==> config.mk <==
export PLATFORM = sky130hd
export DESIGN_NAME = sram_port_arbiter_flat
export DESIGN_NICKNAME = d
export VERILOG_FILES = /design/src/rtl/sram_port_arbiter_if.sv /design/src/rtl/sram_port_arbiter.sv /design/src/flat_wrapper.sv
export SDC_FILE = /design/constraint.sdc
export NUM_CORES = 1
export LEC_CHECK = 0
export ABC_CLOCK_PERIOD_IN_PS = 4900
export BUFFER_PORTS_ARGS = -buffer_cell sky130_fd_sc_hd__buf_2
export CAP_MARGIN = 20
export CORE_MARGIN = 2
export CORE_UTILIZATION = 35
export CTS_CLUSTER_DIAMETER = 60
export DETAILED_ROUTE_END_ITERATION = 12
export PLACE_DENSITY_LB_ADDON = 0.12
export SETUP_SLACK_MARGIN = 0.5
export SLEW_MARGIN = 20
export SYNTH_ARGS = -nofsm -noshare
export SYNTH_HDL_FRONTEND = slang
export SYNTH_SLANG_ARGS = --single-unit
==> constraint.sdc <==
create_clock -name i_clk -period 4.9 [get_ports i_clk]
set_input_delay 0.49 -clock i_clk [delete_from_list [all_inputs] [get_ports i_clk]]
set_output_delay 0.49 -clock i_clk [all_outputs]
set_load 0.03 [all_outputs]
==> src/rtl/sram_port_arbiter_if.sv <==
// Bus bundle for sram_port_arbiter: both requester ports plus the SRAM controller port.
// The master modport is the arbiter's view; slave is the view of the requesters and controller.
interface sram_port_arbiter_if #(
  parameter int ADDR_W = 20,
  parameter int DATA_W = 16
);
  logic              req0;
  logic              req1;
  logic              wr0;
  logic              wr1;
  logic [ADDR_W-1:0] addr0;
  logic [ADDR_W-1:0] addr1;
  logic [DATA_W-1:0] wdata0;
  logic [DATA_W-1:0] wdata1;
  logic              wait0;
  logic              wait1;
  logic              done0;
  logic              done1;
  logic [DATA_W-1:0] rdata0;
  logic [DATA_W-1:0] rdata1;
  logic              m_req;
  logic              m_wr;
  logic [ADDR_W-1:0] m_addr;
  logic [DATA_W-1:0] m_wdata;
  logic              m_ack;
  logic [DATA_W-1:0] m_rdata;
  logic              grant;

  modport master (
    input  req0, req1, wr0, wr1, addr0, addr1, wdata0, wdata1, m_ack, m_rdata,
    output wait0, wait1, done0, done1, rdata0, rdata1,
           m_req, m_wr, m_addr, m_wdata, grant
  );

  modport slave (
    output req0, req1, wr0, wr1, addr0, addr1, wdata0, wdata1, m_ack, m_rdata,
    input  wait0, wait1, done0, done1, rdata0, rdata1,
           m_req, m_wr, m_addr, m_wdata, grant
  );
endinterface

==> src/rtl/sram_port_arbiter.sv <==
// Shares one SRAM controller port between the core (port 0) and the scanner (port 1).
// Round-robin by default; define ARB_FIXED_PRIO_EN to give port 0 fixed priority.
module sram_port_arbiter #(
  parameter int ADDR_W = 20,
  parameter int DATA_W = 16
) (
  input  logic                 i_clk,
  input  logic                 i_rst,
  sram_port_arbiter_if.master  bus
);

  typedef enum logic [1:0] {IDLE, ISSUE, WAIT_ACK, RESP} state_e;

  state_e            state_q, state_d;
  logic              m_wr_q, m_wr_d;
  logic [ADDR_W-1:0] m_addr_q, m_addr_d;
  logic [DATA_W-1:0] m_wdata_q, m_wdata_d;
  logic [DATA_W-1:0] rdata0_q, rdata0_d;
  logic [DATA_W-1:0] rdata1_q, rdata1_d;
  logic              grant_q, grant_d;
  logic              winner;
  logic              done0, done1;
`ifndef ARB_FIXED_PRIO_EN
  logic              last_grant_q, last_grant_d;
`endif

`ifdef ARB_FIXED_PRIO_EN
  always_comb begin
    winner = bus.req0 ? 1'b0 : 1'b1;
  end
`else
  // On a tie the port that did not own the last completed transaction wins.
  always_comb begin
    if (bus.req0 && bus.req1) winner = ~last_grant_q;
    else                      winner = bus.req0 ? 1'b0 : 1'b1;
  end
`endif

  always_comb begin
    state_d   = state_q;
    m_wr_d    = m_wr_q;
    m_addr_d  = m_addr_q;
    m_wdata_d = m_wdata_q;
    rdata0_d  = rdata0_q;
    rdata1_d  = rdata1_q;
    grant_d   = grant_q;
`ifndef ARB_FIXED_PRIO_EN
    last_grant_d = last_grant_q;
`endif
    case (state_q)
      IDLE: begin
        if (bus.req0 || bus.req1) begin
          grant_d   = winner;
          m_wr_d    = winner ? bus.wr1    : bus.wr0;
          m_addr_d  = winner ? bus.addr1  : bus.addr0;
          m_wdata_d = winner ? bus.wdata1 : bus.wdata0;
          state_d   = ISSUE;
        end
      end
      ISSUE, WAIT_ACK: begin
        if (bus.m_ack) begin
          if (!m_wr_q) begin
            if (grant_q) rdata1_d = bus.m_rdata;
            else         rdata0_d = bus.m_rdata;
          end
          state_d = RESP;
        end else begin
          state_d = WAIT_ACK;
        end
      end
      RESP: begin
`ifndef ARB_FIXED_PRIO_EN
        last_grant_d = grant_q;
`endif
        state_d = IDLE;
      end
      default: state_d = IDLE;
    endcase
  end

  always_ff @(posedge i_clk or negedge i_rst) begin
    if (!i_rst) begin
      state_q   <= IDLE;
      m_wr_q    <= 1'b0;
      m_addr_q  <= '0;
      m_wdata_q <= '0;
      rdata0_q  <= '0;
      rdata1_q  <= '0;
      grant_q   <= 1'b0;
    end else begin
      state_q   <= state_d;
      m_wr_q    <= m_wr_d;
      m_addr_q  <= m_addr_d;
      m_wdata_q <= m_wdata_d;
      rdata0_q  <= rdata0_d;
      rdata1_q  <= rdata1_d;
      grant_q   <= grant_d;
    end
  end

`ifndef ARB_FIXED_PRIO_EN
  // Reset to 1 so port 0 wins the first tie.
  always_ff @(posedge i_clk or negedge i_rst) begin
    if (!i_rst) last_grant_q <= 1'b1;
    else        last_grant_q <= last_grant_d;
  end
`endif

  assign done0       = (state_q == RESP) && !grant_q;
  assign done1       = (state_q == RESP) &&  grant_q;
  assign bus.done0   = done0;
  assign bus.done1   = done1;
  assign bus.wait0   = bus.req0 && !done0;
  assign bus.wait1   = bus.req1 && !done1;
  assign bus.rdata0  = rdata0_q;
  assign bus.rdata1  = rdata1_q;
  assign bus.m_req   = (state_q == ISSUE);
  assign bus.m_wr    = m_wr_q;
  assign bus.m_addr  = m_addr_q;
  assign bus.m_wdata = m_wdata_q;
  assign bus.grant   = grant_q;

endmodule

==> src/flat_wrapper.sv <==
// flat-port wrapper written by rule: the top's interface ports become plain ports
module sram_port_arbiter_flat 
#(
  parameter int ADDR_W = 20,
  parameter int DATA_W = 16
)
  (i_clk, i_rst, bus_req0, bus_req1, bus_wr0, bus_wr1, bus_addr0, bus_addr1, bus_wdata0, bus_wdata1, bus_m_ack, bus_m_rdata, bus_wait0, bus_wait1, bus_done0, bus_done1, bus_rdata0, bus_rdata1, bus_m_req, bus_m_wr, bus_m_addr, bus_m_wdata, bus_grant);
  sram_port_arbiter_if #(.ADDR_W(ADDR_W), .DATA_W(DATA_W)) bus_i ();
  input  logic i_clk;
  input  logic i_rst;
  input wire logic [$bits(bus_i.req0)-1:0] bus_req0;
  input wire logic [$bits(bus_i.req1)-1:0] bus_req1;
  input wire logic [$bits(bus_i.wr0)-1:0] bus_wr0;
  input wire logic [$bits(bus_i.wr1)-1:0] bus_wr1;
  input wire logic [$bits(bus_i.addr0)-1:0] bus_addr0;
  input wire logic [$bits(bus_i.addr1)-1:0] bus_addr1;
  input wire logic [$bits(bus_i.wdata0)-1:0] bus_wdata0;
  input wire logic [$bits(bus_i.wdata1)-1:0] bus_wdata1;
  input wire logic [$bits(bus_i.m_ack)-1:0] bus_m_ack;
  input wire logic [$bits(bus_i.m_rdata)-1:0] bus_m_rdata;
  output wire logic [$bits(bus_i.wait0)-1:0] bus_wait0;
  output wire logic [$bits(bus_i.wait1)-1:0] bus_wait1;
  output wire logic [$bits(bus_i.done0)-1:0] bus_done0;
  output wire logic [$bits(bus_i.done1)-1:0] bus_done1;
  output wire logic [$bits(bus_i.rdata0)-1:0] bus_rdata0;
  output wire logic [$bits(bus_i.rdata1)-1:0] bus_rdata1;
  output wire logic [$bits(bus_i.m_req)-1:0] bus_m_req;
  output wire logic [$bits(bus_i.m_wr)-1:0] bus_m_wr;
  output wire logic [$bits(bus_i.m_addr)-1:0] bus_m_addr;
  output wire logic [$bits(bus_i.m_wdata)-1:0] bus_m_wdata;
  output wire logic [$bits(bus_i.grant)-1:0] bus_grant;
  assign bus_i.req0 = bus_req0;
  assign bus_i.req1 = bus_req1;
  assign bus_i.wr0 = bus_wr0;
  assign bus_i.wr1 = bus_wr1;
  assign bus_i.addr0 = bus_addr0;
  assign bus_i.addr1 = bus_addr1;
  assign bus_i.wdata0 = bus_wdata0;
  assign bus_i.wdata1 = bus_wdata1;
  assign bus_i.m_ack = bus_m_ack;
  assign bus_i.m_rdata = bus_m_rdata;
  assign bus_wait0 = bus_i.wait0;
  assign bus_wait1 = bus_i.wait1;
  assign bus_done0 = bus_i.done0;
  assign bus_done1 = bus_i.done1;
  assign bus_rdata0 = bus_i.rdata0;
  assign bus_rdata1 = bus_i.rdata1;
  assign bus_m_req = bus_i.m_req;
  assign bus_m_wr = bus_i.m_wr;
  assign bus_m_addr = bus_i.m_addr;
  assign bus_m_wdata = bus_i.m_wdata;
  assign bus_grant = bus_i.grant;
  sram_port_arbiter #(.ADDR_W(ADDR_W), .DATA_W(DATA_W)) u_core (.i_clk(i_clk), .i_rst(i_rst), .bus(bus_i));
endmodule
==> results summary <==
The count of nets left with antenna violations after detail routing came out at 0. The setup-violating endpoint count in the final report is 0. The die is a little over 100 um tall.

The starting density of the core came out at 35.8%. The critical path launch point type is a primary input. The clock sink count came out at 73.

The required time of the worst setup path is 4.41 ns. Setup repair after global routing left no endpoint under its margin. Of the total power, combinational logic draws between 50% and 60%. The delay of the slowest critical-path stage came out at 0.59 ns. Measured against its own limit, the worst slew margin works out to 38.1%. Leaving out fill and tap cells, the most frequent cells in the layout are sky130_fd_sc_hd__buf_2 (168), sky130_fd_sc_hd__dfrtp_1 (72), sky130_fd_sc_hd__nor2_1 (39), sky130_fd_sc_hd__o21ai_0 (38). The post-DP HPWL is 6140 um. The number of nets in the final layout is 561. For this design, the slowest cell found on the critical path is sky130_fd_sc_hd__buf_2. The number of nets produced by synthesis came out at 403. The number of detailed-route iterations in the first pass is 4. The top-level I/O count came out at 170. The number of fill cells in the layout came out at 891. The maximum net fanout on the critical path came out at 42.

The placer congestion estimate came out at 0.737. The achievable frequency came out at between 400 and 500 MHz. Synthesis inferred 73 register bits.

The cell count after placement came out at 563. Of the available clock period, the critical path in the final layout requires roughly half. Clock tree synthesis selected as its root buffer the cell sky130_fd_sc_hd__clkbuf_8.

On the critical path the largest part of the delay comes from buffers and inverters. The CTS tree is yes. The final non-filler cell total came out at 577. The hold violation total from the final report came to 0. The data arrival time of the critical path came out at between 1.5 and 2 ns.

The number of buffers added on ports is roughly 170. The fraction of layout cells with a size suffix above 1 is 49.6%. The cell area reported after detailed placement came out at roughly 4200 um2. The post-route cell area is 4410 um2. Traced cell by cell, the critical path runs through buf_2, inv_2, nor2_1, buf_2. The initial antenna violation count is 0.

The highest ir drop seen on vdd came out at approximately 0.00026 V. The library cell appearing most often on the critical path is sky130_fd_sc_hd__buf_2. The library cell used most frequently in the layout, excluding fill and tap cells, is sky130_fd_sc_hd__buf_2. The synthesized area is 3280 um2.

Entering global routing, the biggest net connects 74 pins. The total congestion overflow after global routing is 0. The fraction of power consumed by the clock network is 16.6%. After clock tree synthesis, the flow added hold-fix buffers numbering 0. The average wire per cell in the routed design came out at around 16 um. The clock tree buffer depth came out at 2. The run finished with clean final reports. The number of buffers added by the clock tree synthesis step came out at 9. The number of gates resized after CTS came out at 0. Setup total negative slack on the finished layout was measured at 0 ns. STA classifies the critical path endpoint as an output pin. The first global-routing pass estimated 14200 um of wire. The number of max-slew violations in the final report is 0. The worst-skew pair later-pin latency came out at ~0.33 ns. The mean cell area of the mapped netlist came out at 10.7 um2.

The buffers plus inverters on the worst setup path came out at 3. Max-cap violations in this run came to 0. The CTS H-tree depth came out at 3.

Measured along the x axis, the die boundary spans 101 um. The die area came out at 10200 um2. Power spread over the standard cell area amounts to between 700 and 800 nW/um2. The via density per instance came out at 5.16. The final period demand of the worst path came out at 2.48 ns. For this design the static power due to leakage is 2.14 nW.

The total length of routed wires is about 9000 um. The clock edge transition at the registers on the reported setup and hold paths came out at 0.08 ns. At the pin with the least slew margin, the transition time is about 0.93 ns.

For this run, the number of Yosys warnings is 0. The part of the total power dissipated in sequential elements came out at roughly a third. Summed over all instances, the cell type with the most area after synthesis is sky130_fd_sc_hd__dfrtp_1. After synthesis, the cell types taking the most area are sky130_fd_sc_hd__dfrtp_1 (55%), sky130_fd_sc_hd__mux2_2 (8.6%), sky130_fd_sc_hd__a31oi_1 (7.1%). The portion of the post-synthesis area used by sequential elements is 55.8%. The total net switching power came out at between 1.5 and 2 mW. The number of vias after detailed routing came out at 2980. The post-CTS setup-driven buffer insertion count is 0. The violation count after the first detailed-route iteration is between 90 and 100.

The standard cell core area is 9150 um2. Synthesis handed over a netlist of 305 instances. The worst setup path is of the in2out kind. The via count of the first global-routing pass was 2907. The row count came out at 35. Of the post-synthesis cell area, the dominant cell type holds 55.0%. The internal power of the cells came out at between 1.5 and 2 mW. The worst hold path belongs to the class in2async. In the routed design, unresolved DRC markers number 0. The area growth from synthesis to layout is 34.5%. The synthesized netlist contains 25 unique library cells. The global router's overall resource usage came out at 17.7%. The proportion of total power due to net switching is 45.1%. The clock arrives with 0.00623 ns of skew. The antenna diode count is 0.
-- cell families (layout without fill, tap and decap cells) --
group	after synthesis	count (layout)	synth area share, %
AO/OA/AOI/OAI	115	115	19.2
flip-flops	73	73	55.8
AND/OR/NAND/NOR	48	48	6.26
multiplexers	35	35	13.2
buffers and inverters	31	192	4.47
adder cells (fa/ha/maj)	3	3	1.15
-- synth_stat cells --
cell                       instances
sky130_fd_sc_hd__inv_1             2
sky130_fd_sc_hd__buf_6             1
sky130_fd_sc_hd__mux2_4           10
sky130_fd_sc_hd__nor3_2            1
sky130_fd_sc_hd__a21oi_1          37
sky130_fd_sc_hd__nand2b_1          1
sky130_fd_sc_hd__nor2b_1           2
sky130_fd_sc_hd__buf_12            1
sky130_fd_sc_hd__o21a_1            1
sky130_fd_sc_hd__a31oi_1          37
sky130_fd_sc_hd__o21ai_0          39
sky130_fd_sc_hd__ha_1              3
sky130_fd_sc_hd__dfrtp_1          72
sky130_fd_sc_hd__inv_2             2
sky130_fd_sc_hd__and2_2            1
sky130_fd_sc_hd__nor2_1           39
sky130_fd_sc_hd__and2b_2           1
sky130_fd_sc_hd__buf_1             4
sky130_fd_sc_hd__mux2_2           25
sky130_fd_sc_hd__or3_1             1
sky130_fd_sc_hd__clkbuf_1         16
sky130_fd_sc_hd__a32oi_1           1
sky130_fd_sc_hd__nand2_1           2
sky130_fd_sc_hd__dfstp_2           1
sky130_fd_sc_hd__buf_2             5
-- stage by stage --
stage	power (mW)	utilization (%)	hold slack (ns)	setup WS [ns]
final	3.33	48.1	0.286	2.42
after global routing	3.56	48.1	0.350	2.31
after CTS	3.37	48.1	0.318	2.45
after detailed placement	2.80	45.6	0.486	2.44
after global placement	2.79	45.6	0.484	2.42
after floorplan	2.30	-	0.194	3.06
-- final timing paths --
path / slack, ns / cells after the start / start / endpoint
max: 2.42 / 4 / bus_req0 / bus_wait0
min: 0.29 / 1 / i_rst / u_core.bus.rdata0[4]
max reg2reg: 2.77 / 5 / u_core.state_q[0] / u_core.bus.rdata1[14]
min reg2reg: 0.50 / 1 / u_core.bus.rdata0[9] / u_core.bus.rdata0[9]
max in group asynchronous: 4.00 / 1 / i_rst / u_core.bus.m_wdata[12]
min in group i_clk: 0.40 / 2 / bus_m_rdata[4] / u_core.bus.rdata1[4]
-- power groups by stage --
stage                     combinational (mW)  clock (mW)  sequential, mW
after detailed placement                1.72           0            1.09
final                                   1.70       0.554            1.08
after global routing                    1.84       0.599            1.12
after floorplan                        0.646           0            1.66
after CTS                               1.72       0.574            1.08
after global placement                  1.70           0            1.09
-- metal layers --
layer  global-route usage [%]  part of all wire, %
met5                        0                    0
met2                     27.7                   47
met1                     23.6                   43
met3                     4.72                  8.2
met4                     6.11                  1.6
-- flip-flops by register name, summed over array words and instances, names as in the netlist --
| name | flops |
|---|---|
| u_core.bus.m_wdata | 16 |
| u_core.bus.grant | 1 |
| u_core.last_grant_q | 1 |
| u_core.bus.m_wr | 1 |
| u_core.bus.rdata1 | 16 |
| u_core.bus.rdata0 | 16 |
| u_core.state_q | 2 |
| u_core.bus.m_addr | 20 |
-- final cells by class --
class                           count  area, um2  share of cell area, %
Clock buffer                        9        124                   2.81
Tap cell                          111        139                   3.15
Clock inverter                      5        106                   2.41
Multi-Input combinational cell    201       1310                   29.7
Inverter                            4       15.0                  0.341
Sequential cell                    73       1830                   41.5
Timing Repair Buffer              174        886                   20.1
-- worst register-to-register path, delay by kind of cell, from the launching register on --
kind | cells | cell delay (ns)
muxes | 1 | 0.42
DFF | 1 | 0.40
and+or+nand+nor | 2 | 0.83
adders and majority gates | 1 | 0.31
buffers and inverters | 1 | 0.06
(Power assumes the default switching activity.)
